$ cat config.mk
export PLATFORM = sky130hd
export DESIGN_NAME = rr_arbiter4
export DESIGN_NICKNAME = d
export VERILOG_FILES = /design/src/rtl/rr_arbiter4.sv
export SDC_FILE = /design/constraint.sdc
export NUM_CORES = 1
export LEC_CHECK = 0
export CORE_ASPECT_RATIO = 0.75
export CORE_MARGIN = 2
export CORE_UTILIZATION = 40
export CTS_CLUSTER_DIAMETER = 60
export DETAILED_ROUTE_END_ITERATION = 10
export DONT_BUFFER_PORTS = 1
export PLACE_DENSITY = 0.64
export SYNTH_ARGS = -nofsm -noshare
export SYNTH_HDL_FRONTEND = slang
export SYNTH_SLANG_ARGS = --single-unit
$ cat constraint.sdc
create_clock -name CLK -period 1.7 [get_ports CLK]
set_input_delay 0.34 -clock CLK [delete_from_list [all_inputs] [get_ports CLK]]
set_output_delay 0.34 -clock CLK [all_outputs]
set_load 0.005 [all_outputs]
$ cat src/rtl/rr_arbiter4.sv
// rr_arbiter4: four-input round-robin arbiter with a registered one-hot grant.
// A grant lasts until the owner signals DONE, drops its request, or has held
// the grant for MAXHOLD cycles while some other requester is waiting. Every
// grant is followed by at least one idle cycle before the next arbitration.
module rr_arbiter4 #(
   parameter int MAXHOLD = 16,
   parameter int CNTW    = 8
) (
   input  logic            CLK,
   input  logic            RST,
   input  logic [3:0]      REQ,
   input  logic            DONE,
   output logic [3:0]      GNT,
   output logic [1:0]      GIDX,
   output logic            BUSY,
   output logic            TIMEOUT
);

   localparam logic [0:0] ST_IDLE  = 1'b0;
   localparam logic [0:0] ST_GRANT = 1'b1;

   // Hold-counter limits. The counter saturates at MAXHOLD; the forced
   // release fires once it has reached MAXHOLD-1 at a clock edge.
   localparam logic [CNTW-1:0] HOLD_MAX  = CNTW'(MAXHOLD);
   localparam logic [CNTW-1:0] HOLD_LAST = (MAXHOLD == 0) ? '0 : CNTW'(MAXHOLD - 1);
   localparam bit              HOLD_EN   = (MAXHOLD != 0);

   logic [0:0]      state_q, state_d;
   logic [3:0]      gnt_q, gnt_d;
   logic [1:0]      gidx_q, gidx_d;
   logic            busy_q, busy_d;
   logic            timeout_q, timeout_d;
   logic [1:0]      ptr_q, ptr_d;
   logic [CNTW-1:0] hcnt_q, hcnt_d;

   logic            win_valid;
   logic [1:0]      win_idx;
   logic [1:0]      cand;
   logic [3:0]      win_onehot;
   logic [3:0]      others_req;
   logic            owner_req;
   logic            normal_rel;
   logic            forced_rel;

   // Rotating priority search: walk offsets 3..0 from the pointer so the
   // smallest offset with an active request is the last (winning) write.
   always_comb begin
      win_valid = 1'b0;
      win_idx   = 2'd0;
      cand      = 2'd0;
      for (int k = 3; k >= 0; k--) begin
         cand = ptr_q + 2'(k);
         if (REQ[cand]) begin
            win_valid = 1'b1;
            win_idx   = cand;
         end
      end
   end

   // One-hot decode of the winning index, one bit per requester.
   genvar gi;
   generate
      for (gi = 0; gi < 4; gi++) begin : g_onehot
         assign win_onehot[gi] = (win_idx == 2'(gi));
      end
   endgenerate

   // Release qualifiers while a grant is active. The owner's own request is
   // masked out so only competing requesters can force a release. Once the
   // counter has saturated, a newly arriving competitor still forces release.
   always_comb begin
      owner_req  = REQ[gidx_q];
      others_req = REQ & ~gnt_q;
      normal_rel = DONE || !owner_req;
      forced_rel = HOLD_EN && (hcnt_q >= HOLD_LAST) && (others_req != 4'b0000);
   end

   // Next-state logic: arbitrate in IDLE, track hold time and release in GRANT.
   always_comb begin
      state_d   = state_q;
      gnt_d     = gnt_q;
      gidx_d    = gidx_q;
      busy_d    = busy_q;
      timeout_d = 1'b0;
      ptr_d     = ptr_q;
      hcnt_d    = hcnt_q;

      case (state_q)
         ST_IDLE: begin
            // DONE is deliberately ignored here.
            if (win_valid) begin
               state_d = ST_GRANT;
               gnt_d   = win_onehot;
               gidx_d  = win_idx;
               busy_d  = 1'b1;
               ptr_d   = win_idx + 2'd1;
               hcnt_d  = '0;
            end
         end
         ST_GRANT: begin
            if (normal_rel || forced_rel) begin
               state_d   = ST_IDLE;
               gnt_d     = 4'b0000;
               busy_d    = 1'b0;
               // A voluntary release wins over a coincident timeout.
               timeout_d = !normal_rel;
            end else if (hcnt_q < HOLD_MAX) begin
               hcnt_d = hcnt_q + 1'b1;
            end
         end
         default: begin
            state_d = ST_IDLE;
            gnt_d   = 4'b0000;
            busy_d  = 1'b0;
         end
      endcase
   end

   // State and output registers with asynchronous reset.
   always_ff @(posedge CLK or posedge RST) begin
      if (RST) begin
         state_q   <= ST_IDLE;
         gnt_q     <= 4'b0000;
         gidx_q    <= 2'b00;
         busy_q    <= 1'b0;
         timeout_q <= 1'b0;
         ptr_q     <= 2'b00;
         hcnt_q    <= '0;
      end else begin
         state_q   <= state_d;
         gnt_q     <= gnt_d;
         gidx_q    <= gidx_d;
         busy_q    <= busy_d;
         timeout_q <= timeout_d;
         ptr_q     <= ptr_d;
         hcnt_q    <= hcnt_d;
      end
   end

   assign GNT     = gnt_q;
   assign GIDX    = gidx_q;
   assign BUSY    = busy_q;
   assign TIMEOUT = timeout_q;

endmodule

# After elaboration in Yosys (flattened, before gate mapping)

Index checks and enable logic that the tools add are counted.

Input port bits: 7
Register bits after elaboration: 19
Bits in writable memories: 0
Memories: 0
Latch bits: 0
Memory bits (read-only): 0

$add $sub $neg: 5
Multiplexer cells: 33
Equal/unequal tests: 7
Reduce and logical (&&, ||, !) cells: 10
Magnitude comparators: 7
Bitwise gates (word level): 3
Divide/modulo/power cells: 0
$mul: 0
Shift operators: 0

Operators by type and width:

| operator                                                           | number |
|---|---|
| 2-to-1 mux 8 bit                                                   | 3 |
| case mux 8 bit (2 select lines)                                    | 1 |
| less-than comparator 2 x 3 -> 1 bit (second input constant)        | 5 |
| 2-to-1 mux 1 bit                                                   | 15 |
| binary-select mux 1 bit (select 2 bit)                             | 5 |
| adder 8 x 1 -> 8 bit (second input constant)                       | 1 |
| greater-or-equal comparator 8 x 4 -> 1 bit (second input constant) | 1 |
| less-than comparator 8 x 5 -> 1 bit (second input constant)        | 1 |
| 2-to-1 mux 2 bit                                                   | 4 |
| 2-to-1 mux 4 bit                                                   | 2 |
| case mux 4 bit (2 select lines)                                    | 1 |
| adder 2 x 1 -> 2 bit (second input constant)                       | 2 |
| adder 2 bit (second input constant)                                | 2 |
| AND 4 bit                                                          | 1 |
| == test 2 bit (second input constant)                              | 2 |
| != test 2 x 1 -> 1 bit (second input constant)                     | 2 |
| != test 2 bit (second input constant)                              | 2 |
| inverter 4 bit                                                     | 1 |
| case mux 1 bit (2 select lines)                                    | 2 |
| AND reduction 2 bit                                                | 2 |
| nonzero test 4 bit                                                 | 1 |
| AND reduction 3 bit                                                | 1 |
| == test 2 x 1 -> 1 bit (second input constant)                     | 1 |
| zero test 1 bit                                                    | 2 |
| other kinds (4)                                                    | 5 |

# Logic depth before layout (Yosys ltp)

Word-level depth: 10
Mapped depth: 7
Mapped depth without buffers: 7

# Least setup slack after synthesis

OpenSTA, ideal clock, no wires.

Kind: register -> register
From: reg ptr_q[1]
To: reg gnt_q[0], in the netlist GNT[0]
Setup time: 0.121 ns
Path buffers: 0
Arrival: 1.444 ns
Cell stages (with the launch flop): 7
Setup slack: 0.135 ns
Period minus slack after synthesis: 1.565 ns
Cell sequence: dfrtp_1 mux2i_1 nor2_1 nor3_1 inv_1 ha_1 a22o_1

Word-level cells in the longest chain between the ends: 10

RTL lines:

| item                                   | line | text |
|---|---|---|
| from (decl)                            | 33   | `logic [1:0] ptr_q, ptr_d;` |
| from (signal assigned)                 | 135  | `ptr_q <= ptr_d;` |
| adder 2 bit                            | 52   | `cand = ptr_q + 2'(k);` |
| binary-select mux 1 bit (select 2 bit) | 53   | `if (REQ[cand]) begin` |
| 2-to-1 mux 1 bit (implied by the code) | 53   |  |
| 2-to-1 mux 2 bit (3 in series)         | 53   |  |
| 2-to-1 mux 2 bit *                     | 53   |  |
| named net win_idx[0]                   | 37   | `logic [1:0] win_idx;` |
| zero test 2 bit *                      | 64   | `assign win_onehot[gi] = (win_idx == 2'(gi));` |
| 2-to-1 mux 4 bit *                     | 91   | `if (win_valid) begin` |
| case mux 4 bit (2 select lines) *      | 88   | `case (state_q)` |
| to (signal assigned)                   | 131  | `gnt_q <= gnt_d;` |
| to (decl)                              | 29   | `logic [3:0] gnt_q, gnt_d;` |

The timed path passes the listed nets; every way through them passes the cells marked *. The select of a mux whose other input is x is not followed.
A chain may end at the register's enable or synchronous reset.

# Worst setup path after layout

From: reg gidx_q[0], in the netlist GIDX[0]
To: reg gnt_q[1], in the netlist GNT[1]

Word-level cells in the longest chain between the ends: 7

RTL lines:

| item                                   | line | text |
|---|---|---|
| from (decl)                            | 30   | `logic [1:0] gidx_q, gidx_d;` |
| from (signal assigned)                 | 132  | `gidx_q <= gidx_d;` |
| binary-select mux 1 bit (select 2 bit) | 72   | `owner_req = REQ[gidx_q];` |
| 2-to-1 mux 1 bit (implied by the code) | 72   |  |
| zero test 1 bit                        | 74   | `normal_rel = DONE \|\| !owner_req;` |
| logical OR 1 bit                       | 74   |  |
| logical OR 1 bit                       | 101  | `if (normal_rel \|\| forced_rel) begin` |
| != test 2 x 1 -> 1 bit (no line)       | n/a  |  |
| AND reduction 2 bit (no line)          | n/a  |  |

Every way passes these cells. The select of a mux whose other input is x is not followed.

==> out/results.txt <==
Status - finished clean
Top-count cell post-synth - dfrtp_1
Seq/Total Area, Yosys - 0.472
Max clock buf depth - 2
# IOs - 15
First-pass GRT wire length - 3.31 mm
Row cnt - 15
Post-Syn Area - 1010 um^2
Dpl cells - 136
Nets@finish - 121
Synth unique cells - 35
Max-cap viol count - 0
Worst Path Required - 1.89 ns
Post-synth top area cell - dfrtp_1
Non-filler instance count after layout - 142
Layout area overhead - 13.4%
Critical path, cell by cell - mux2_2 -> a2bb2oi_4 -> o21bai_2 -> o21ai_2 -> a22o_1
Initial Utilization - 0.429
Slew at the pin with the worst max-slew slack - 0.635 ns
1st-pass router iterations - 4
Tightest Hold Check Type - input pin to flop
Max Fclk - 624 MHz
Reg2reg path depth - 5
Most common library cells after synthesis - dfrtp_1, nand2_1, inv_1
FF-to-FF Start - GIDX[0]$_DFFE_PP0P_
Minimum clock period - 1.60 ns
Critical path data arrival time - 1.79 ns
CP endpoint kind - flop
Peak supply drop - 734 uV
Worst R2R Setup Slack - 0.1 ns
Gr ovfl total - 0
Setup TNS - 0 ns
DRT iter0 DRCs - 37
# DRC - 0
Wirelength, routed - 2.07 mm
Largest net degree at the start of global routing - 20
Largest cells by area after synthesis - dfrtp_1, ha_1, nand2_1, mux2i_1, a22o_1
Worst path max stage delay - 0.44 ns
Die height - 47.5 um
Synth Net Count - 111
Chip Width - 61.9 um
Vias in the first global route - 703
GRT Total Usage - 0.160
Worst hold path depth - 3
Clock Skew - 0.00771 ns
Final hold vios - 0
Routed WL per cell - 14.6 um
Post-DP HPWL - 1.51 mm
H-tree levels - 1
DR vias/cell - 5.31
Clock slew seen by the registers of the worst setup and hold paths - 0.11 ns
TritonCTS buffer count - 3
Final slew viol count - 0
Synth warn - 0
Slowest cell on the critical path - dfrtp_2
Fill cell count - 220
Worst setup path start - GIDX[0]$_DFFE_PP0P_
EDFF count, synth - 0
Worst slew margin - 0.575
Seq cells post-synth - 19
Cells after Synth - 99
Clk root buf - clkbuf_4
RD Place Congestion - 0.853
Top_reg_cell synth - dfrtp_1
Setup violations, final - 0
RSZ-0062 raised after global routing - no
Power Dens Cells - 1340 nW/um^2
Avg Cell Area, Syn - 10.2 um^2
Worst slack on hold paths - 0.359 ns
Routed Antenna Nets - 0
I/O Buffers - 0
Worst setup SP type - flop
ANT cells - 0
P_leak - 0.550 nW
CP Max Fanout - 5
DIE AREA - 2940 um^2
Period utilization - 0.942
R2r endpoint - GNT[1]$_DFFE_PP0P_
Setup crit end - GNT[1]$_DFFE_PP0P_
TritonCTS clock tree - yes
Post-synth ARST share - 1.00
Worst-Skew Late Latency - 0.30 ns
Initial antenna violation count - 0
Clock sink count - 19
Via count - 754
Finished Core Util - 0.487
Core ar. - 2350 um^2
Layout cells sized above 1 - 0.185
Critical path class - flop to flop
Yosys top cell area share - 0.472
## power breakdown
part | switching (mW) | internal (mW)
clock | 0.141 | 0.0877
sequential | 0.137 | 0.575
combinational | 0.321 | 0.273
## per-layer routing
| metal | wire, um | track usage | vias to the layer above |
|---|---|---|---|
| met5 | 0 | 0 | - |
| met4 | 15 | 0.0426 | 0 |
| met3 | 128 | 0.0568 | 2 |
| met2 | 905 | 0.254 | 20 |
| met1 | 1020 | 0.211 | 369 |
| li1 | - | - | 363 |
## stage by stage
step | worst slack (ns) | cell area [um^2] | total power, mW
CTS | 0.0323 | 1120 | 1.53
floorplan | 0.135 | 1010 | 1.11
global placement | 0.0305 | 1070 | 1.26
global route | 0.0104 | 1140 | 1.67
finish | 0.0981 | 1140 | 1.54
detailed placement | 0.0116 | 1070 | 1.28
## timing repair
item | in CTS | in global routing
hold buffers | 1 | 0
pin swaps | 0 | 1
setup endpoints to repair | 1 | 6
resized for setup | 1 | 4
setup buffers | 0 | 1
hold endpoints to repair | 19 | 0
## cell usage in the layout, fill, tap and decap left out, drive strengths merged, types with 3 or more instances in the layout
| cell type | count |
|---|---|
| dfrtp | 19 |
| nand2 | 12 |
| inv | 8 |
| nor2 | 6 |
| a21oi | 5 |
| ha | 5 |
| buf | 5 |
| o21ai | 5 |
| a22o | 4 |
| mux2i | 4 |
| nor2b | 3 |
| and2 | 3 |
| clkbuf | 3 |
## state kept, by name, summed over array words and instances, names as in the netlist
register / count
hcnt_q: 8
state_q: 1
GIDX: 2
BUSY: 1
ptr_q: 2
GNT: 4
TIMEOUT: 1
## how the worst min path moves through the flow
| stage | slack, ns | to | startpoint |
|---|---|---|---|
| after global placement | 0.27 | hcnt_q[6]$_DFFE_PP0P_ | RST |
| after floorplan | 0.29 | BUSY$_DFFE_PP0P_ | RST |
| after global routing | 0.35 | TIMEOUT$_DFF_PP0_ | DONE |
| after detailed placement | 0.28 | BUSY$_DFFE_PP0P_ | RST |
| final | 0.36 | state_q$_DFF_PP0_ | REQ[2] |
| after CTS | 0.33 | hcnt_q[4]$_DFFE_PP0P_ | REQ[2] |
## critical path, delay by kind of cell (launching register included)
kind           cells  cell delay [ns]
flip-flops         1             0.44
AO/OA/AOI/OAI      4             0.68
multiplexers       1             0.37
## layout make-up
cell class	count	area [um^2]	share of cell area
multi-input combinational	71	518	0.453
sequential	19	477	0.417
timing repair buffer	6	47.5	0.0416
tap	34	42.5	0.0372
inverter	8	30.0	0.0263
clock buffer	3	22.5	0.0197
clock inverter	1	5.00	0.00438
## cell families (layout without fill, tap and decap cells)
| family | count (synthesis) | in the layout | share of synthesized area |
|---|---|---|---|
| multiplexers | 5 | 5 | 0.0509 |
| adder cells (fa/ha/maj) | 5 | 5 | 0.0621 |
| AO/OA/AOI/OAI | 24 | 24 | 0.190 |
| AND/OR/NAND/NOR | 37 | 37 | 0.190 |
| buffers and inverters | 9 | 18 | 0.0348 |
| flip-flops | 19 | 19 | 0.472 |
No activity file was read; power rests on OpenSTA's default activity.
